$ cat config.mk
export PLATFORM = sky130hd
export DESIGN_NAME = arb_mux_ctrl
export DESIGN_NICKNAME = d
export VERILOG_FILES = /design/src/rtl/arb_mux_ctrl_pkg.sv /design/src/rtl/arb_mux_ctrl_rr_grant4.sv /design/src/rtl/arb_mux_ctrl.sv
export SDC_FILE = /design/constraint.sdc
export NUM_CORES = 1
export LEC_CHECK = 0
export BUFFER_PORTS_ARGS = -buffer_cell sky130_fd_sc_hd__buf_2
export CORE_MARGIN = 4
export CORE_UTILIZATION = 45
export CTS_CLUSTER_SIZE = 8
export DETAILED_ROUTE_END_ITERATION = 8
export PLACE_DENSITY = 0.71
export SYNTH_ARGS = -nofsm -noshare
export SYNTH_HDL_FRONTEND = slang
export SYNTH_SLANG_ARGS = --single-unit
$ cat constraint.sdc
create_clock -name clk -period 3.3 [get_ports clk]
set_input_delay 0 -clock clk [delete_from_list [all_inputs] [get_ports clk]]
set_output_delay 0 -clock clk [all_outputs]
set_load 0.01 [all_outputs]
$ cat src/rtl/arb_mux_ctrl_pkg.sv
// Shared definitions for the four-port arbitrating mux controller.
// State encoding, widths and small pointer helpers.
package arb_mux_ctrl_pkg;

  typedef enum logic [1:0] {
    ST_INIT   = 2'd0,
    ST_IDLE   = 2'd1,
    ST_ACTIVE = 2'd2
  } state_t;

  localparam int NPORT_C = 4;
  localparam int CNT_W   = 8;

  // Position of the destination class bit inside a word.
  function automatic int class_bit(input int bitnumber);
    return bitnumber - 2;
  endfunction

  // Round-robin successor; 3 wraps to 0 via 2-bit overflow.
  function automatic logic [1:0] rr_next(input logic [1:0] idx);
    return idx + 2'd1;
  endfunction

endpackage

$ cat src/rtl/arb_mux_ctrl_rr_grant4.sv
// Combinational 4-way round-robin grant.
// Search begins at i_ptr and wraps modulo 4.
module rr_grant4 (
  input  logic [3:0] i_eligible,
  input  logic [1:0] i_ptr,
  output logic [3:0] o_grant,
  output logic [1:0] o_idx,
  output logic       o_any
);

  logic [3:0] w_rot;
  logic [1:0] w_off;

  // Rotate so bit 0 is the port at i_ptr, then take the lowest set bit.
  always_comb begin
    w_rot = 4'b0000;
    w_off = 2'd0;
    for (int k = 0; k < 4; k++) begin
      w_rot[k] = i_eligible[i_ptr + 2'(k)];
    end
    for (int k = 3; k >= 0; k--) begin
      if (w_rot[k]) begin
        w_off = 2'(k);
      end
    end
  end

  assign o_any   = |i_eligible;
  assign o_idx   = i_ptr + w_off;
  assign o_grant = o_any ? (4'b0001 << o_idx) : 4'b0000;

endmodule

$ cat src/rtl/arb_mux_ctrl.sv
// Arbitrating mux: round-robin pops from four FWFT FIFOs, skipping
// heads whose destination is almost full; one registered output word.
module arb_mux_ctrl
  import arb_mux_ctrl_pkg::*;
#(
  parameter int BITNUMBER = 6,
  parameter int NPORT     = 4
) (
  input  logic                 clk,
  input  logic                 reset,
  input  logic                 enable,
  input  logic [NPORT-1:0]     fifo_empty_P,
  input  logic [BITNUMBER-1:0] data_P0,
  input  logic [BITNUMBER-1:0] data_P1,
  input  logic [BITNUMBER-1:0] data_P2,
  input  logic [BITNUMBER-1:0] data_P3,
  input  logic                 almost_full_D0,
  input  logic                 almost_full_D1,
  output logic [NPORT-1:0]     pop_P,
  output logic [BITNUMBER-1:0] Mux_out,
  output logic                 Mux_valid,
  output logic                 idle,
  output logic [CNT_W-1:0]     count_P0,
  output logic [CNT_W-1:0]     count_P1,
  output logic [CNT_W-1:0]     count_P2,
  output logic [CNT_W-1:0]     count_P3
);

  localparam int CB = class_bit(BITNUMBER);

  state_t               r_state;
  logic [1:0]           r_ptr;
  logic [BITNUMBER-1:0] r_out;
  logic                 r_valid;
  logic                 r_idle;
  logic [CNT_W-1:0]     r_cnt [NPORT];

  logic [BITNUMBER-1:0] w_data [NPORT];
  logic [NPORT-1:0]     w_elig;
  logic [NPORT-1:0]     w_grant;
  logic [1:0]           w_idx;
  logic                 w_any;
  logic                 w_fire;

  assign w_data[0] = data_P0;
  assign w_data[1] = data_P1;
  assign w_data[2] = data_P2;
  assign w_data[3] = data_P3;

  // A head is eligible when present and its destination has room.
  always_comb begin
    w_elig = '0;
    for (int p = 0; p < NPORT; p++) begin
      w_elig[p] = !fifo_empty_P[p] &&
                  !(w_data[p][CB] ? almost_full_D1
                                  : almost_full_D0);
    end
  end

  rr_grant4 u_grant (
    .i_eligible (w_elig),
    .i_ptr      (r_ptr),
    .o_grant    (w_grant),
    .o_idx      (w_idx),
    .o_any      (w_any)
  );

  assign w_fire = (r_state == ST_ACTIVE) && enable && w_any;
  assign pop_P  = w_fire ? w_grant : '0;

  // Control FSM with registered word, qualifier, idle flag and pointer.
  always_ff @(posedge clk or posedge reset) begin
    if (reset) begin
      r_state <= ST_INIT;
      r_ptr   <= 2'd0;
      r_out   <= '0;
      r_valid <= 1'b0;
      r_idle  <= 1'b0;
    end else begin
      r_valid <= w_fire;
      r_out   <= w_fire ? w_data[w_idx] : '0;
      unique case (r_state)
        ST_INIT: begin
          r_state <= ST_IDLE;
          r_idle  <= 1'b1;
        end
        ST_IDLE: begin
          if (enable && w_any) begin
            r_state <= ST_ACTIVE;
            r_idle  <= 1'b0;
          end else begin
            r_idle  <= 1'b1;
          end
        end
        ST_ACTIVE: begin
          if (w_fire) begin
            r_ptr   <= rr_next(w_idx);
          end else begin
            r_state <= ST_IDLE;
            r_idle  <= 1'b1;
          end
        end
        default: begin
          r_state <= ST_INIT;
          r_idle  <= 1'b0;
        end
      endcase
    end
  end

  // Per-port forwarded-word counters, free-running modulo 256.
  always_ff @(posedge clk or posedge reset) begin
    if (reset) begin
      for (int p = 0; p < NPORT; p++) begin
        r_cnt[p] <= '0;
      end
    end else begin
      for (int p = 0; p < NPORT; p++) begin
        if (pop_P[p]) begin
          r_cnt[p] <= r_cnt[p] + 1'b1;
        end
      end
    end
  end

  assign Mux_out   = r_out;
  assign Mux_valid = r_valid;
  assign idle      = r_idle;
  assign count_P0  = r_cnt[0];
  assign count_P1  = r_cnt[1];
  assign count_P2  = r_cnt[2];
  assign count_P3  = r_cnt[3];

endmodule

==> results of run 1 <==
## power groups by stage
stage	combinational, uW	clock, uW	sequential, uW
6_report	738	342	656
4_1_cts	748	353	656
5_1_grt	809	380	666
3_3_place_gp	735	0	665
2_1_floorplan	578	0	656
3_5_place_dp	744	0	667
## cells in the final DEF (no fill, tap or decap), types with 2 or more instances in the layout
cell,n
sky130_fd_sc_hd__mux4_2,5
sky130_fd_sc_hd__inv_1,5
sky130_fd_sc_hd__mux2_1,5
sky130_fd_sc_hd__clkinv_1,2
sky130_fd_sc_hd__nand4_1,8
sky130_fd_sc_hd__o21ai_0,2
sky130_fd_sc_hd__buf_4,6
sky130_fd_sc_hd__nor4_2,4
sky130_fd_sc_hd__xor2_1,23
sky130_fd_sc_hd__dfrtp_1,44
sky130_fd_sc_hd__and2_1,8
sky130_fd_sc_hd__mux2i_1,4
sky130_fd_sc_hd__clkbuf_8,6
sky130_fd_sc_hd__nor2_1,8
sky130_fd_sc_hd__nor3_1,10
sky130_fd_sc_hd__a21oi_1,6
sky130_fd_sc_hd__nor3b_2,2
sky130_fd_sc_hd__o22ai_1,4
sky130_fd_sc_hd__xnor2_2,2
sky130_fd_sc_hd__mux2_2,3
sky130_fd_sc_hd__buf_2,76
sky130_fd_sc_hd__clkbuf_1,2
sky130_fd_sc_hd__o22a_1,2
sky130_fd_sc_hd__xnor2_1,8
sky130_fd_sc_hd__nand3_1,11
sky130_fd_sc_hd__nor4_4,2
sky130_fd_sc_hd__nand2b_1,4
sky130_fd_sc_hd__ha_1,6
sky130_fd_sc_hd__or2b_1,3
sky130_fd_sc_hd__nand2_1,11
## per-stage QoR
| stage | utilization | std cells | total power [uW] | hold slack [ns] |
|---|---|---|---|---|
| after floorplan | - | 222 | 1230 | 0.220 |
| after global placement | 0.548 | 368 | 1400 | 0.166 |
| after detailed placement | 0.548 | 368 | 1410 | 0.170 |
| after CTS | 0.566 | 377 | 1760 | 0.0633 |
| after global routing | 0.566 | 377 | 1850 | 0.0838 |
| final | 0.566 | 377 | 1740 | 0.0781 |
## final cells by class
class                           instances  share of cell area
Tap cell                               72              0.0287
Clock buffer                            8              0.0287
Sequential cell                        44               0.351
Inverter                                7             0.00837
Multi-Input combinational cell        163               0.445
Timing Repair Buffer                   83               0.139
## worst max-delay path: cells and delay by family (launching register included)
kind / cells / cell delay (ns)
AO/OA/AOI/OAI: 2 / 0.39
XOR/XNOR: 3 / 0.59
adder cells (fa/ha/maj): 1 / 0.24
buffers and inverters: 1 / 0.20
flip-flops: 1 / 0.58
AND/OR/NAND/NOR: 2 / 0.66
## flip-flops by register name, summed over array words and instances, names as in the netlist
name,flops
count_P3,8
r_state,2
idle,1
Mux_out,6
count_P1,8
Mux_valid,1
count_P2,8
r_ptr,2
count_P0,8
## repair_timing
item,in CTS,in global routing
endpoints found under the hold margin,44,0
setup endpoints to repair,0,0
hold buffers,1,0
setup buffers,0,0
## layer usage
| layer | global-route usage | up-vias |
|---|---|---|
| li1 | - | 967 |
| met5 | 0 | - |
| met3 | 0.0375 | 7 |
| met2 | 0.266 | 43 |
| met1 | 0.194 | 940 |
| met4 | 0.0512 | 0 |
## Yosys cell counts (4+ instances only)
library cell | count | area share
sky130_fd_sc_hd__xnor2_1 | 8 | 0.027
sky130_fd_sc_hd__dfrtp_1 | 44 | 0.43
sky130_fd_sc_hd__xor2_1 | 23 | 0.078
sky130_fd_sc_hd__o22ai_1 | 4 | 0.0097
sky130_fd_sc_hd__nand4_1 | 8 | 0.019
sky130_fd_sc_hd__nor4_2 | 4 | 0.019
sky130_fd_sc_hd__and2_1 | 8 | 0.019
sky130_fd_sc_hd__nor2_1 | 8 | 0.012
sky130_fd_sc_hd__buf_2 | 5 | 0.0097
sky130_fd_sc_hd__nor3_1 | 10 | 0.019
sky130_fd_sc_hd__nand2_1 | 11 | 0.016
sky130_fd_sc_hd__mux2i_1 | 4 | 0.016
sky130_fd_sc_hd__mux2_1 | 5 | 0.022
sky130_fd_sc_hd__nand3_1 | 11 | 0.021
sky130_fd_sc_hd__a21oi_1 | 6 | 0.012
sky130_fd_sc_hd__mux4_2 | 5 | 0.044
sky130_fd_sc_hd__ha_1 | 6 | 0.029
sky130_fd_sc_hd__nand2b_1 | 4 | 0.0097
sky130_fd_sc_hd__inv_1 | 6 | 0.0087
## worst paths after layout
kind,to,cells after the start
worst max-delay path,count_P2[6]$_DFFE_PP0P_,9
worst min-delay path,r_state[1]$_DFFE_PP0P_,3
worst max register to register,count_P2[6]$_DFFE_PP0P_,9
worst min register to register,count_P1[7]$_DFFE_PP0P_,1
max in group asynchronous,count_P0[4]$_DFFE_PP0P_,4
min in group asynchronous,count_P3[5]$_DFFE_PP0P_,4
## logic make-up after synthesis
kind of cell               count (synthesis)
and+or+nand+nor                           79
DFF                                       44
xor gates and xnor gates                  33
AOI/OAI and AO/OA                         27
muxes                                     18
buffers and inverters                     15
adders and majority gates                  6
==> impl_results.html, run 1 <==
<table>
<tr><th>Metric</th><th>Value</th></tr>
<tr><th colspan="2">Logic synthesis</th></tr>
<tr><td>Net Count, Synth</td><td>~260</td></tr>
<tr><td>FFs w/ async S/R, synth</td><td>1.00</td></tr>
<tr><td>Multiplexer share of the synthesized area</td><td>0.104</td></tr>
<tr><td>Count of flip-flops with a built-in enable after synthesis</td><td>0</td></tr>
<tr><td>Gate Count Post-Synth</td><td>approximately 220</td></tr>
<tr><td>Unique masters post-synth</td><td>50</td></tr>
<tr><td>Yosys warning count</td><td>0</td></tr>
<tr><td>Simple-gate share of the synthesized area</td><td>0.201</td></tr>
<tr><td>Combinational family with the most area after synthesis</td><td>simple AND/OR/NAND/NOR gates</td></tr>
<tr><td>Compound-gate portion of the synthesized area</td><td>0.0887</td></tr>
<tr><td>Proportion of synthesized chip area in sequential cells</td><td>0.427</td></tr>
<tr><td>Ys flop type</td><td>sky130_fd_sc_hd__dfrtp_1</td></tr>
<tr><td>XOR/XNOR share of the synthesized area</td><td>0.118</td></tr>
<tr><td>Adder-cell area share of the yosys netlist</td><td>0.0291</td></tr>
<tr><td>Synthesized area per cell</td><td>roughly 12 sq um</td></tr>
<tr><td>Register bit total from synthesis</td><td>44</td></tr>
<tr><td>Post-synth design cell area</td><td>between 2000 and 3000 sq um</td></tr>
<tr><th colspan="2">Final layout</th></tr>
<tr><td>Ant. Diodes</td><td>0</td></tr>
<tr><td>Reg area</td><td>about 1100 sq um</td></tr>
<tr><td>Post-route standard cell area excluding fillers</td><td>3140 sq um</td></tr>
<tr><td>Net count, final</td><td>approximately 340</td></tr>
<tr><td>Area growth from synthesis to final layout</td><td>21.6%</td></tr>
<tr><td>Number of filler cells placed in the layout</td><td>about 510</td></tr>
<tr><td>Area of combinational cells with multiple inputs</td><td>between 1000 and 1500 sq um</td></tr>
<tr><td>Fraction of final layout cells sized beyond drive strength 1</td><td>0.377</td></tr>
<tr><th colspan="2">GRT</th></tr>
<tr><td>Total routing usage reported by global routing</td><td>0.156</td></tr>
<tr><td>Pin count of the biggest net entering global routing</td><td>45</td></tr>
<tr><td>Vias in the first global route</td><td>1926</td></tr>
<tr><td>Leftover overflow at the end of global routing</td><td>0</td></tr>
<tr><td>Number of antenna violations at the first check in global routing</td><td>0</td></tr>
<tr><td>First-pass GRT wire length</td><td>~9000 um</td></tr>
<tr><th colspan="2">Drt</th></tr>
<tr><td>Top routing layer used</td><td>met4</td></tr>
<tr><td>Final WL</td><td>~5400 um</td></tr>
<tr><td>DRC violation total after the first TritonRoute iteration</td><td>just under 60</td></tr>
<tr><td>Sum of routed wire segments on met1</td><td>about 2300 um</td></tr>
<tr><td>Number of remaining DRC errors</td><td>0</td></tr>
<tr><td>Number of nets with antenna violations after routing</td><td>0</td></tr>
<tr><td>Routed via count</td><td>1957</td></tr>
<tr><td>Vias/cell</td><td>approximately 5.2</td></tr>
<tr><td>Average wire per standard cell</td><td>approximately 14 um</td></tr>
<tr><td>First-pass detailed-route iteration total</td><td>4</td></tr>
<tr><td>Met3 layer wire length in the routed design</td><td>248 um</td></tr>
<tr><td>Met2 Wirelength</td><td>2690 um</td></tr>
<tr><th colspan="2">Timing</th></tr>
<tr><td>Total negative setup slack</td><td>0 ns</td></tr>
<tr><td>Post-route fraction of the period consumed by the critical path</td><td>0.843</td></tr>
<tr><td>Post-route minimum period</td><td>between 2 and 3 ns</td></tr>
<tr><td>Tightest slew margin relative to the limit</td><td>0.602</td></tr>
<tr><td>Setup violators final</td><td>0</td></tr>
<tr><td>Setup skew after layout</td><td>0.00453 ns</td></tr>
<tr><td>Max-slew violation count</td><td>0</td></tr>
<tr><td>Unrepaired setup endpoints after global routing</td><td>no</td></tr>
<tr><td>Tightest Pin Transition</td><td>between 0.5 and 0.6 ns</td></tr>
<tr><td>Final hold violation count</td><td>0</td></tr>
<tr><td>Maximum clock frequency</td><td>between 300 and 400 MHz</td></tr>
<tr><td>Setup slack after layout</td><td>a little over 0.5 ns</td></tr>
<tr><th colspan="2">Critical path</th></tr>
<tr><td>Critical-path cell list</td><td>nor3_1 -&gt; a311oi_1 -&gt; o211ai_1 -&gt; ha_1 -&gt; xnor2_1 -&gt; xor2_1 -&gt; buf_4 -&gt; or4b_4 -&gt; xnor2_2</td></tr>
<tr><td>Critical setup path kind</td><td>reg2reg</td></tr>
<tr><td>Critical path fanouts, max</td><td>13</td></tr>
<tr><td>CP required</td><td>around 3.5 ns</td></tr>
<tr><td>Register-to-register setup slack</td><td>about 0.52 ns</td></tr>
<tr><td>Type of element launching the critical path</td><td>register</td></tr>
<tr><td>Crit path DAT</td><td>around 3.0 ns</td></tr>
<tr><td>Kind of end point of the critical path</td><td>register</td></tr>
<tr><td>Crit path largest cell delay</td><td>approximately 0.58 ns</td></tr>
<tr><td>Launching point of the worst reg2reg path</td><td>r_ptr[0]$_DFFE_PP0P_</td></tr>
<tr><td>Highest-delay cell along the critical path</td><td>sky130_fd_sc_hd__dfrtp_1</td></tr>
<tr><td>Setup crit start</td><td>r_ptr[0]$_DFFE_PP0P_</td></tr>
<tr><th colspan="2">Pwr</th></tr>
<tr><td>Register share of total power</td><td>0.378</td></tr>
<tr><td>Part of the total power dissipated in the clock network</td><td>0.197</td></tr>
<tr><td>Switching share of total power</td><td>0.357</td></tr>
<tr><td>Power Internal</td><td>approximately 1100 uW</td></tr>
<tr><td>Net switching power of the design</td><td>619 uW</td></tr>
<tr><td>Highest ir drop seen on vdd</td><td>between 0.0002 and 0.00025 V</td></tr>
<tr><td>Pwr dens</td><td>553 nW/um^2</td></tr>
<tr><td>Combinational Power Share</td><td>0.425</td></tr>
<tr><td>Standby leakage power</td><td>0.00166 uW</td></tr>
<tr><th colspan="2">Place</th></tr>
<tr><td>Placement-stage cell area</td><td>approximately 3000 sq um</td></tr>
<tr><td>GP Congestion</td><td>approximately 0.88</td></tr>
<tr><td>Minimum setup slack after placement</td><td>roughly 0.29 ns</td></tr>
<tr><td>Total of buffers placed on input and output ports</td><td>76</td></tr>
<tr><td>Post-detailed-placement half-perimeter wirelength</td><td>4140 um</td></tr>
<tr><th colspan="2">Die</th></tr>
<tr><td>Die area</td><td>around 7000 sq um</td></tr>
<tr><td>Die X-Extent</td><td>~84 um</td></tr>
<tr><td>Core box area</td><td>~5500 sq um</td></tr>
<tr><td>Starting utilization of the core area</td><td>0.466</td></tr>
<tr><td>Standard-cell row count</td><td>27</td></tr>
<tr><td>Io pins</td><td>between 70 and 80</td></tr>
<tr><td>Die Height</td><td>approximately 84 um</td></tr>
<tr><th colspan="2">Clock network</th></tr>
<tr><td>Largest buffer count on any clock path</td><td>2</td></tr>
<tr><td>Cells resized by post-CTS repair</td><td>0</td></tr>
<tr><td>CTS H-tree lvls</td><td>2</td></tr>
<tr><td>Clock root cell</td><td>sky130_fd_sc_hd__clkbuf_8</td></tr>
<tr><td>Clock slew at reported path FFs</td><td>about 0.080 ns</td></tr>
<tr><td>Number of buffers inserted during clock tree synthesis</td><td>5</td></tr>
<tr><td>CTS tree</td><td>yes</td></tr>
<tr><td>Total number of clock tree sinks</td><td>44</td></tr>
<tr><td>Clock latency at the later pin of the worst-skew pair</td><td>approximately 0.29 ns</td></tr>
<tr><th colspan="2">Job</th></tr>
<tr><td>Max_cap viols</td><td>0</td></tr>
<tr><th colspan="2">Status</th></tr>
<tr><td>Run status</td><td>finished clean</td></tr>
<tr><th colspan="2">Worst hold path</th></tr>
<tr><td>Hold Crit Start</td><td>enable</td></tr>
<tr><td>Type of the most critical hold path</td><td>in2reg</td></tr>
</table>
Power figures use the tool's default switching activity.
==> run 2, diff against run 1 <==
--- a/config.mk
+++ b/config.mk
@@ -5,12 +5,13 @@
 export SDC_FILE = /design/constraint.sdc
 export NUM_CORES = 1
 export LEC_CHECK = 0
+export ABC_AREA = 1
 export BUFFER_PORTS_ARGS = -buffer_cell sky130_fd_sc_hd__buf_2
 export CORE_MARGIN = 4
 export CORE_UTILIZATION = 45
 export CTS_CLUSTER_SIZE = 8
 export DETAILED_ROUTE_END_ITERATION = 8
-export PLACE_DENSITY = 0.71
+export PLACE_DENSITY = 0.7
 export SYNTH_ARGS = -nofsm -noshare
 export SYNTH_HDL_FRONTEND = slang
 export SYNTH_SLANG_ARGS = --single-unit
==> constraint.sdc (replaced) <==
create_clock -name clk -period 2.8 [get_ports clk]
set_input_delay 0 -clock clk [delete_from_list [all_inputs] [get_ports clk]]
set_output_delay 0 -clock clk [all_outputs]
set_load 0.01 [all_outputs]
==> impl_results.html, run 2 <==
<table>
<tr><th>Metric</th><th>Value</th></tr>
<tr><th colspan="2">Critical path</th></tr>
<tr><td>CP required</td><td>2.80 ns (was 3.48 ns)</td></tr>
<tr><td>Critical path fanouts, max</td><td>15 (was 13)</td></tr>
<tr><td>Critical path buffer and inverter count</td><td>6 (was 1)</td></tr>
<tr><td>Crit path DAT</td><td>2.65 ns (was 2.96 ns)</td></tr>
<tr><td>Critical-path cell list</td><td>inv_2 -&gt; nand4_1 -&gt; nand3_1 -&gt; o21ai_1 -&gt; inv_1 -&gt; a21oi_1 -&gt; nor2_1 -&gt; ha_2 -&gt; xor2_4 -&gt; inv_1 -&gt; nand3_4 -&gt; buf_12 -&gt; nand3_4 -&gt; inv_1 -&gt; buf_2 (was nor3_1 -&gt; a311oi_1 -&gt; o211ai_1 -&gt; ha_1 -&gt; xnor2_1 -&gt; xor2_1 -&gt; buf_4 -&gt; or4b_4 -&gt; xnor2_2)</td></tr>
<tr><td>Most Frequent Cell on Critical Path</td><td>sky130_fd_sc_hd__inv_1</td></tr>
<tr><td>Dominant delay contributor by cell family on the critical path</td><td>simple AND/OR/NAND/NOR gates (unchanged)</td></tr>
<tr><td>Crit path largest cell delay</td><td>0.48 ns (was 0.58 ns)</td></tr>
<tr><td>Kind of end point of the critical path</td><td>primary output (was register)</td></tr>
<tr><td>Type of element launching the critical path</td><td>register (unchanged)</td></tr>
<tr><td>Highest-delay cell along the critical path</td><td>sky130_fd_sc_hd__dfrtp_2 (was sky130_fd_sc_hd__dfrtp_1)</td></tr>
<tr><td>Critical setup path kind</td><td>reg2out (was reg2reg)</td></tr>
<tr><th colspan="2">Final layout</th></tr>
<tr><td>Highest-count cells in the layout ignoring fill and taps</td><td>sky130_fd_sc_hd__nand2_1, sky130_fd_sc_hd__buf_2, sky130_fd_sc_hd__dfrtp_1 (was sky130_fd_sc_hd__buf_2, sky130_fd_sc_hd__dfrtp_1, sky130_fd_sc_hd__xor2_1)</td></tr>
<tr><td>Number of filler cells placed in the layout</td><td>557 (was 514)</td></tr>
<tr><td>Area growth from synthesis to final layout</td><td>25.6% (was 21.6%)</td></tr>
<tr><td>Ant. Diodes</td><td>0 (unchanged)</td></tr>
<tr><td>Fraction of final layout cells sized beyond drive strength 1</td><td>0.257 (was 0.377)</td></tr>
<tr><td>Most common cell after layout, fill and taps aside</td><td>sky130_fd_sc_hd__nand2_1 (was sky130_fd_sc_hd__buf_2)</td></tr>
<tr><td>Net count, final</td><td>482 (was 343)</td></tr>
<tr><td>Count of placed standard cells in the final layout, fillers left out</td><td>519 (was 377)</td></tr>
<tr><th colspan="2">Logic synthesis</th></tr>
<tr><td>Commonest cells in the synthesized netlist</td><td>sky130_fd_sc_hd__nand2_1, sky130_fd_sc_hd__dfrtp_1, sky130_fd_sc_hd__nand3_1 (was sky130_fd_sc_hd__dfrtp_1, sky130_fd_sc_hd__xor2_1, sky130_fd_sc_hd__nand2_1, sky130_fd_sc_hd__nand3_1, sky130_fd_sc_hd__nor3_1)</td></tr>
<tr><td>Library cell with the largest summed area after synthesis</td><td>sky130_fd_sc_hd__dfrtp_1 (unchanged)</td></tr>
<tr><td>Area contributors post-synth</td><td>sky130_fd_sc_hd__dfrtp_1, sky130_fd_sc_hd__nand2_1, sky130_fd_sc_hd__nand4_1 (was sky130_fd_sc_hd__dfrtp_1, sky130_fd_sc_hd__xor2_1, sky130_fd_sc_hd__mux4_2)</td></tr>
<tr><td>Ys flop type</td><td>sky130_fd_sc_hd__dfrtp_1 (unchanged)</td></tr>
<tr><td>Gate Count Post-Synth</td><td>355 (was 222)</td></tr>
<tr><td>Yosys warning count</td><td>0 (unchanged)</td></tr>
<tr><td>Synthesized area per cell</td><td>7.76 sq um (was 11.6 sq um)</td></tr>
<tr><td>Unique masters post-synth</td><td>30 (was 50)</td></tr>
<tr><td>FFs w/ async S/R, synth</td><td>1.00 (unchanged)</td></tr>
<tr><td>Post-synth design cell area</td><td>2760 sq um (was 2580 sq um)</td></tr>
<tr><td>Register bit total from synthesis</td><td>44 (unchanged)</td></tr>
<tr><td>Share of the synthesized area in the top cell type</td><td>0.400 (was 0.427)</td></tr>
<tr><td>Proportion of synthesized chip area in sequential cells</td><td>0.400 (was 0.427)</td></tr>
<tr><td>Most common cell in the netlist</td><td>sky130_fd_sc_hd__nand2_1 (was sky130_fd_sc_hd__dfrtp_1)</td></tr>
<tr><td>Net Count, Synth</td><td>394 (was 261)</td></tr>
<tr><td>Count of flip-flops with a built-in enable after synthesis</td><td>0 (unchanged)</td></tr>
<tr><th colspan="2">Drt</th></tr>
<tr><td>Number of remaining DRC errors</td><td>0 (unchanged)</td></tr>
<tr><td>Routed via count</td><td>2675 (was 1957)</td></tr>
<tr><td>DRC violation total after the first TritonRoute iteration</td><td>84 (was 58)</td></tr>
<tr><td>Number of nets with antenna violations after routing</td><td>0 (unchanged)</td></tr>
<tr><td>First-pass detailed-route iteration total</td><td>5 (was 4)</td></tr>
<tr><td>Final WL</td><td>6810 um (was 5350 um)</td></tr>
<tr><td>Vias/cell</td><td>5.15 (was 5.19)</td></tr>
<tr><td>Average wire per standard cell</td><td>13.1 um (was 14.2 um)</td></tr>
<tr><th colspan="2">GRT</th></tr>
<tr><td>Number of antenna violations at the first check in global routing</td><td>0 (unchanged)</td></tr>
<tr><td>Vias in the first global route</td><td>2409 (was 1926)</td></tr>
<tr><td>Leftover overflow at the end of global routing</td><td>0 (unchanged)</td></tr>
<tr><td>Total routing usage reported by global routing</td><td>0.180 (was 0.156)</td></tr>
<tr><td>First-pass GRT wire length</td><td>10900 um (was 8990 um)</td></tr>
<tr><td>Pin count of the biggest net entering global routing</td><td>45 (unchanged)</td></tr>
<tr><th colspan="2">Place</th></tr>
<tr><td>Placed cell count</td><td>501 (was 368)</td></tr>
<tr><td>GP Congestion</td><td>0.866 (was 0.877)</td></tr>
<tr><td>Post-detailed-placement half-perimeter wirelength</td><td>4930 um (was 4140 um)</td></tr>
<tr><td>Minimum setup slack after placement</td><td>0.240 ns (was 0.290 ns)</td></tr>
<tr><td>Total of buffers placed on input and output ports</td><td>76 (unchanged)</td></tr>
<tr><th colspan="2">Die</th></tr>
<tr><td>Standard-cell row count</td><td>28 (was 27)</td></tr>
<tr><td>Starting utilization of the core area</td><td>0.465 (was 0.466)</td></tr>
<tr><td>Die area</td><td>7440 sq um (was 7010 sq um)</td></tr>
<tr><td>Core box area</td><td>5920 sq um (was 5540 sq um)</td></tr>
<tr><td>Die Height</td><td>86.2 um (was 83.7 um)</td></tr>
<tr><td>Die X-Extent</td><td>86.2 um (was 83.7 um)</td></tr>
<tr><td>Io pins</td><td>77 (unchanged)</td></tr>
<tr><th colspan="2">Timing</th></tr>
<tr><td>Maximum clock frequency</td><td>378 MHz</td></tr>
<tr><td>Setup slack after layout</td><td>0.154 ns (was 0.517 ns)</td></tr>
<tr><td>Post-route minimum period</td><td>2.65 ns</td></tr>
<tr><td>Max-slew violation count</td><td>0 (unchanged)</td></tr>
<tr><td>Total negative setup slack</td><td>0 ns (unchanged)</td></tr>
<tr><td>Setup skew after layout</td><td>0.00936 ns (was 0.00453 ns)</td></tr>
<tr><td>Setup violators final</td><td>0 (unchanged)</td></tr>
<tr><td>Tightest slew margin relative to the limit</td><td>0.621 (was 0.602)</td></tr>
<tr><td>Final hold violation count</td><td>0 (unchanged)</td></tr>
<tr><td>Tightest Pin Transition</td><td>0.568 ns (was 0.597 ns)</td></tr>
<tr><td>Unrepaired setup endpoints after global routing</td><td>yes (was no)</td></tr>
<tr><td>Worst hold-check slack</td><td>0.0197 ns (was 0.0781 ns)</td></tr>
<tr><td>Post-route fraction of the period consumed by the critical path</td><td>0.945</td></tr>
<tr><th colspan="2">Pwr</th></tr>
<tr><td>Standby leakage power</td><td>0.00205 uW (was 0.00166 uW)</td></tr>
<tr><td>Register share of total power</td><td>0.254 (was 0.378)</td></tr>
<tr><td>Net switching power of the design</td><td>1610 uW (was 619 uW)</td></tr>
<tr><td>Switching share of total power</td><td>0.496 (was 0.357)</td></tr>
<tr><td>Combinational Power Share</td><td>0.619 (was 0.425)</td></tr>
<tr><td>Part of the total power dissipated in the clock network</td><td>0.128 (was 0.197)</td></tr>
<tr><td>Pwr dens</td><td>935 nW/um^2 (was 553 nW/um^2)</td></tr>
<tr><td>Power Internal</td><td>1630 uW (was 1120 uW)</td></tr>
<tr><td>Power, Total</td><td>3240 uW (was 1740 uW)</td></tr>
<tr><td>Highest ir drop seen on vdd</td><td>0.000688 V (was 0.000233 V)</td></tr>
<tr><th colspan="2">Clock network</th></tr>
<tr><td>Total number of clock tree sinks</td><td>44 (unchanged)</td></tr>
<tr><td>Clock slew at reported path FFs</td><td>0.09 ns (was 0.08 ns)</td></tr>
<tr><td>CTS tree</td><td>yes (unchanged)</td></tr>
<tr><td>Clock latency at the later pin of the worst-skew pair</td><td>0.30 ns (was 0.29 ns)</td></tr>
<tr><td>Number of buffers inserted during clock tree synthesis</td><td>5 (unchanged)</td></tr>
<tr><td>CTS H-tree lvls</td><td>2 (unchanged)</td></tr>
<tr><td>Clock root cell</td><td>sky130_fd_sc_hd__clkbuf_8 (unchanged)</td></tr>
<tr><td>Largest buffer count on any clock path</td><td>2 (unchanged)</td></tr>
<tr><th colspan="2">Job</th></tr>
<tr><td>Max_cap viols</td><td>0 (unchanged)</td></tr>
<tr><th colspan="2">Status</th></tr>
<tr><td>Run status</td><td>finished clean (unchanged)</td></tr>
<tr><th colspan="2">Worst hold path</th></tr>
<tr><td>Type of the most critical hold path</td><td>in2reg (unchanged)</td></tr>
</table>
## run 2: changes by cell type after synthesis, sizes merged, moves of 7 or more
| cell | delta |
|---|---|
| and2 | -8 |
| inv | +23 |
| mux2 | -8 |
| nand2 | +117 |
| nand3 | +26 |
| nand4 | +24 |
| nor2 | +9 |
| nor3 | -7 |
| xor2 | -11 |
## run 2: cell type report
class                   count  area, sq um  area share
multi-input cells         269         1530       0.441
inverters                  30          113      0.0325
well taps                  75         93.8      0.0271
clock buffers               8         90.1      0.0260
flip-flops and latches     44         1100       0.319
repair buffers             93          533       0.154
## run 2: per-layer routing
layer / global-route usage / up-vias / wire, um
met3: 0.0342 / 13 / 359
met1: 0.226 / 1248 / 2890
li1: - / 1337 / -
met2: 0.308 / 77 / 3430
met4: 0.0694 / 0 / 133
met5: 0 / - / 0
## run 2: kinds of logic after synthesis
kind of cell / share of synthesized area
xor gates and xnor gates: 0.0854
and+or+nand+nor: 0.378
adders and majority gates: 0.0272
DFF: 0.400
muxes: 0.0182
AOI/OAI and AO/OA: 0.0218
buffers and inverters: 0.0695
## run 2: worst reg2reg max path: stages (launching register included)
cell and delay (ns):
sky130_fd_sc_hd__dfrtp_2 0.48, sky130_fd_sc_hd__inv_2 0.12, sky130_fd_sc_hd__nand4_1 0.13, sky130_fd_sc_hd__nand3_1 0.11
sky130_fd_sc_hd__o21ai_1 0.09, sky130_fd_sc_hd__inv_1 0.06, sky130_fd_sc_hd__a21oi_1 0.05, sky130_fd_sc_hd__nor2_1 0.18
sky130_fd_sc_hd__ha_2 0.26, sky130_fd_sc_hd__xor2_4 0.19, sky130_fd_sc_hd__inv_1 0.09, sky130_fd_sc_hd__nand3_4 0.14
sky130_fd_sc_hd__buf_12 0.17, sky130_fd_sc_hd__nand3_4 0.10, sky130_fd_sc_hd__buf_4 0.17, sky130_fd_sc_hd__nand2_1 0.05
sky130_fd_sc_hd__nand2_1 0.05
## run 2: power by group through the flow
stage               registers [uW]  clock network [uW]  logic, uW
CTS                            817                 427       1770
floorplan                      829                   0       1430
finish                         822                 413       2000
global placement               820                   0       1690
detailed placement             824                   0       1730
global route                   835                 450       2210
## run 2: path summary, 6_finish.rpt
check | startpoint | endpoint | slack [ns] | depth (start not counted)
worst max register to register | r_ptr[0]$_DFFE_PP0P_ | count_P1[2]$_DFFE_PP0P_ | 0.26 | 16
worst min-delay path | data_P2[5] | Mux_out[5]$_DFF_PP0_ | 0.02 | 5
worst max-delay path | r_ptr[0]$_DFFE_PP0P_ | pop_P[1] | 0.15 | 15
max in group asynchronous | reset | r_ptr[1]$_DFFE_PP0P_ | 1.99 | 4
min in group asynchronous | reset | count_P3[1]$_DFFE_PP0P_ | 0.38 | 4
worst min register to register | count_P3[7]$_DFFE_PP0P_ | count_P3[7]$_DFFE_PP0P_ | 0.53 | 2
## run 2: per-stage QoR
stage | util | cell area (sq um)
after floorplan | - | 2760
after global placement | 0.541 | 3200
after detailed placement | 0.541 | 3200
after CTS | 0.562 | 3330
after global routing | 0.585 | 3460
final | 0.585 | 3460
## run 2: timing repair
action	4_1_cts	5_1_grt
pin swaps	0	4
buffers inserted	0	8
resized for setup	3	13
endpoints found under the setup margin	4	4
hold buffers	2	0
endpoints found under the hold margin	45	0
==> run 3, diff against run 2 <==
--- a/config.mk
+++ b/config.mk
@@ -7,7 +7,7 @@
 export LEC_CHECK = 0
 export ABC_AREA = 1
 export BUFFER_PORTS_ARGS = -buffer_cell sky130_fd_sc_hd__buf_2
-export CORE_MARGIN = 4
+export CORE_MARGIN = 2
 export CORE_UTILIZATION = 45
 export CTS_CLUSTER_SIZE = 8
 export DETAILED_ROUTE_END_ITERATION = 8
==> impl_results.html, run 3 (synthesized netlist as in run 2, its figures left out) <==
<table>
<tr><th>Metric</th><th>Value</th></tr>
<tr><th colspan="2">Drt</th></tr>
<tr><td>Number of nets with antenna violations after routing</td><td>0 (unchanged)</td></tr>
<tr><td>Average wire per standard cell</td><td>12.8 um (was 13.1 um)</td></tr>
<tr><td>Vias/cell</td><td>5.08 (was 5.15)</td></tr>
<tr><td>Final WL</td><td>6670 um (was 6810 um)</td></tr>
<tr><td>First-pass detailed-route iteration total</td><td>4 (was 5)</td></tr>
<tr><td>Number of remaining DRC errors</td><td>0 (unchanged)</td></tr>
<tr><td>Routed via count</td><td>2649 (was 2675)</td></tr>
<tr><td>DRC violation total after the first TritonRoute iteration</td><td>155 (was 84)</td></tr>
<tr><th colspan="2">Critical path</th></tr>
<tr><td>Worst r2r dst</td><td>count_P3[0]$_DFFE_PP0P_ (was count_P1[2]$_DFFE_PP0P_)</td></tr>
<tr><td>Setup crit start</td><td>r_ptr[0]$_DFFE_PP0P_ (unchanged)</td></tr>
<tr><td>Crit path DAT</td><td>2.61 ns (was 2.65 ns)</td></tr>
<tr><td>Launching point of the worst reg2reg path</td><td>r_ptr[0]$_DFFE_PP0P_ (unchanged)</td></tr>
<tr><td>Type of element launching the critical path</td><td>register (unchanged)</td></tr>
<tr><td>Kind of end point of the critical path</td><td>primary output (unchanged)</td></tr>
<tr><td>Critical setup path kind</td><td>reg2out (unchanged)</td></tr>
<tr><td>Register-to-register setup slack</td><td>0.28 ns (was 0.26 ns)</td></tr>
<tr><td>Depth of the worst register-to-register path</td><td>13 (was 16)</td></tr>
<tr><td>CP required</td><td>2.80 ns (about the same)</td></tr>
<tr><td>Critical path fanouts, max</td><td>18 (was 15)</td></tr>
<tr><td>Endpoint of the most critical setup path</td><td>pop_P[2] (was pop_P[1])</td></tr>
<tr><th colspan="2">Die</th></tr>
<tr><td>Io pins</td><td>77 (unchanged)</td></tr>
<tr><td>Core box area</td><td>5920 sq um (unchanged)</td></tr>
<tr><td>Die Height</td><td>82.2 um (was 86.2 um)</td></tr>
<tr><td>Die X-Extent</td><td>82.2 um (was 86.2 um)</td></tr>
<tr><td>Starting utilization of the core area</td><td>0.465 (unchanged)</td></tr>
<tr><td>Standard-cell row count</td><td>28 (unchanged)</td></tr>
<tr><td>Die area</td><td>6760 sq um (was 7440 sq um)</td></tr>
<tr><th colspan="2">Timing</th></tr>
<tr><td>Post-route minimum period</td><td>2.61 ns (was 2.65 ns)</td></tr>
<tr><td>Final hold violation count</td><td>0 (unchanged)</td></tr>
<tr><td>Maximum clock frequency</td><td>384 MHz (was 378 MHz)</td></tr>
<tr><td>Setup skew after layout</td><td>0.00653 ns (was 0.00936 ns)</td></tr>
<tr><td>Tightest Pin Transition</td><td>0.538 ns (was 0.568 ns)</td></tr>
<tr><td>Max-slew violation count</td><td>0 (unchanged)</td></tr>
<tr><td>Unrepaired setup endpoints after global routing</td><td>yes (unchanged)</td></tr>
<tr><td>Tightest slew margin relative to the limit</td><td>0.641 (was 0.621)</td></tr>
<tr><td>Setup violators final</td><td>0 (unchanged)</td></tr>
<tr><td>Post-route fraction of the period consumed by the critical path</td><td>0.931 (was 0.945)</td></tr>
<tr><td>Worst hold-check slack</td><td>0.0242 ns (was 0.0197 ns)</td></tr>
<tr><th colspan="2">Place</th></tr>
<tr><td>Post-detailed-placement half-perimeter wirelength</td><td>4720 um (was 4930 um)</td></tr>
<tr><td>Total of buffers placed on input and output ports</td><td>76 (unchanged)</td></tr>
<tr><td>GP Congestion</td><td>0.856 (was 0.866)</td></tr>
<tr><th colspan="2">Final layout</th></tr>
<tr><td>Highest-count cells in the layout ignoring fill and taps</td><td>sky130_fd_sc_hd__nand2_1, sky130_fd_sc_hd__buf_2, sky130_fd_sc_hd__dfrtp_1 (unchanged)</td></tr>
<tr><td>Ant. Diodes</td><td>0 (unchanged)</td></tr>
<tr><td>Final cell utilization of the core</td><td>0.595 (was 0.585)</td></tr>
<tr><td>Area growth from synthesis to final layout</td><td>27.8% (was 25.6%)</td></tr>
<tr><td>Fraction of final layout cells sized beyond drive strength 1</td><td>0.265 (was 0.257)</td></tr>
<tr><td>Number of filler cells placed in the layout</td><td>548 (was 557)</td></tr>
<tr><td>Most common cell after layout, fill and taps aside</td><td>sky130_fd_sc_hd__nand2_1 (unchanged)</td></tr>
<tr><td>Net count, final</td><td>484 (was 482)</td></tr>
<tr><th colspan="2">Pwr</th></tr>
<tr><td>Highest ir drop seen on vdd</td><td>0.000491 V (was 0.000688 V)</td></tr>
<tr><td>Register share of total power</td><td>0.241 (was 0.254)</td></tr>
<tr><td>Part of the total power dissipated in the clock network</td><td>0.140 (was 0.128)</td></tr>
<tr><td>Power Internal</td><td>1820 uW (was 1630 uW)</td></tr>
<tr><td>Power, Total</td><td>3450 uW (was 3240 uW)</td></tr>
<tr><td>Combinational Power Share</td><td>0.620 (was 0.619)</td></tr>
<tr><td>Switching share of total power</td><td>0.474 (was 0.496)</td></tr>
<tr><td>Net switching power of the design</td><td>1630 uW (was 1610 uW)</td></tr>
<tr><td>Standby leakage power</td><td>0.00207 uW (was 0.00205 uW)</td></tr>
<tr><td>Pwr dens</td><td>980 nW/um^2 (was 935 nW/um^2)</td></tr>
<tr><th colspan="2">GRT</th></tr>
<tr><td>Leftover overflow at the end of global routing</td><td>0 (unchanged)</td></tr>
<tr><td>Total routing usage reported by global routing</td><td>0.204 (was 0.180)</td></tr>
<tr><td>Number of antenna violations at the first check in global routing</td><td>0 (unchanged)</td></tr>
<tr><td>Vias in the first global route</td><td>2436 (was 2409)</td></tr>
<tr><td>Pin count of the biggest net entering global routing</td><td>44 (was 45)</td></tr>
<tr><td>First-pass GRT wire length</td><td>10800 um (was 10900 um)</td></tr>
<tr><th colspan="2">Status</th></tr>
<tr><td>Run status</td><td>finished clean (unchanged)</td></tr>
<tr><th colspan="2">Clock network</th></tr>
<tr><td>Clock latency at the later pin of the worst-skew pair</td><td>0.30 ns (about the same)</td></tr>
<tr><td>CTS H-tree lvls</td><td>2 (unchanged)</td></tr>
<tr><td>Clock slew at reported path FFs</td><td>0.08 ns (was 0.09 ns)</td></tr>
<tr><td>Total number of clock tree sinks</td><td>44 (unchanged)</td></tr>
<tr><td>Largest buffer count on any clock path</td><td>2 (unchanged)</td></tr>
<tr><td>Clock root cell</td><td>sky130_fd_sc_hd__clkbuf_8 (unchanged)</td></tr>
<tr><td>CTS tree</td><td>yes (unchanged)</td></tr>
<tr><td>Number of buffers inserted during clock tree synthesis</td><td>5 (unchanged)</td></tr>
<tr><th colspan="2">Worst hold path</th></tr>
<tr><td>Type of the most critical hold path</td><td>in2reg (unchanged)</td></tr>
<tr><th colspan="2">Job</th></tr>
<tr><td>Max_cap viols</td><td>0 (unchanged)</td></tr>
</table>
## run 3: layout make-up
| type | count | area, sq um | area share |
|---|---|---|---|
| clock inverter | 3 | 42.5 | 0.0121 |
| sequential | 44 | 1100 | 0.313 |
| inverter | 30 | 113 | 0.0320 |
| tap | 75 | 93.8 | 0.0266 |
| multi-input combinational | 269 | 1540 | 0.437 |
| timing repair buffer | 95 | 562 | 0.160 |
| clock buffer | 5 | 68.8 | 0.0195 |
## run 3: worst max-delay path, cell delays in order (launching register included)
cell                      delay [ns]
sky130_fd_sc_hd__dfrtp_2        0.50
sky130_fd_sc_hd__inv_2          0.12
sky130_fd_sc_hd__nand4_1        0.15
sky130_fd_sc_hd__nand3_1        0.11
sky130_fd_sc_hd__nand2_1        0.08
sky130_fd_sc_hd__a21oi_1        0.18
sky130_fd_sc_hd__nor2_1         0.09
sky130_fd_sc_hd__ha_2           0.20
sky130_fd_sc_hd__xor2_4         0.16
sky130_fd_sc_hd__inv_1          0.10
sky130_fd_sc_hd__nand3_4        0.13
sky130_fd_sc_hd__nand2_8        0.19
sky130_fd_sc_hd__nand2_8        0.09
sky130_fd_sc_hd__inv_1          0.06
sky130_fd_sc_hd__buf_2          0.12
## run 3: metal layers
layer	up-vias	track usage	share of wire
met5	-	0	0
met4	0	0.0617	0.015
met3	9	0.0337	0.033
met2	50	0.349	0.50
met1	1243	0.264	0.45
li1	1347	-	-
## run 3: power groups by stage
stage	Sequential, uW	Combinational, uW	Clock [uW]
after CTS	818	1830	502
after global routing	845	2370	528
after detailed placement	825	1740	0
final	831	2140	482
after floorplan	829	1430	0
after global placement	822	1710	0
## run 3: how the worst min path moves through the flow
stage | start | end | slack, ns | cells past startpoint
final | data_P2[0] | Mux_out[0]$_DFF_PP0_ | 0.02 | 5
after global routing | reset | count_P1[7]$_DFFE_PP0P_ | 0.05 | 3
after CTS | data_P2[0] | Mux_out[0]$_DFF_PP0_ | 0.01 | 5
after detailed placement | reset | count_P1[7]$_DFFE_PP0P_ | -0.16 | 2
after global placement | reset | count_P1[7]$_DFFE_PP0P_ | -0.16 | 2
after floorplan | enable | r_state[1]$_DFFE_PP0P_ | 0.15 | 2
## run 3: stage by stage
step	cells	TNS [ns]	setup WS [ns]	cell area, sq um
2_1_floorplan	355	0	0.326	2760
3_3_place_gp	500	0	0.304	3210
3_5_place_dp	500	0	0.219	3210
4_1_cts	510	0	0.0172	3360
5_1_grt	521	-0.0741	-0.0285	3520
6_report	521	0	0.195	3520
## run 3: timing repair
action,CTS,global route
setup buffers,0,10
setup endpoints to repair,4,5
resized for setup,4,9
pin swaps,1,4
hold endpoints to repair,45,0
gates cloned,0,1
hold buffers,2,0
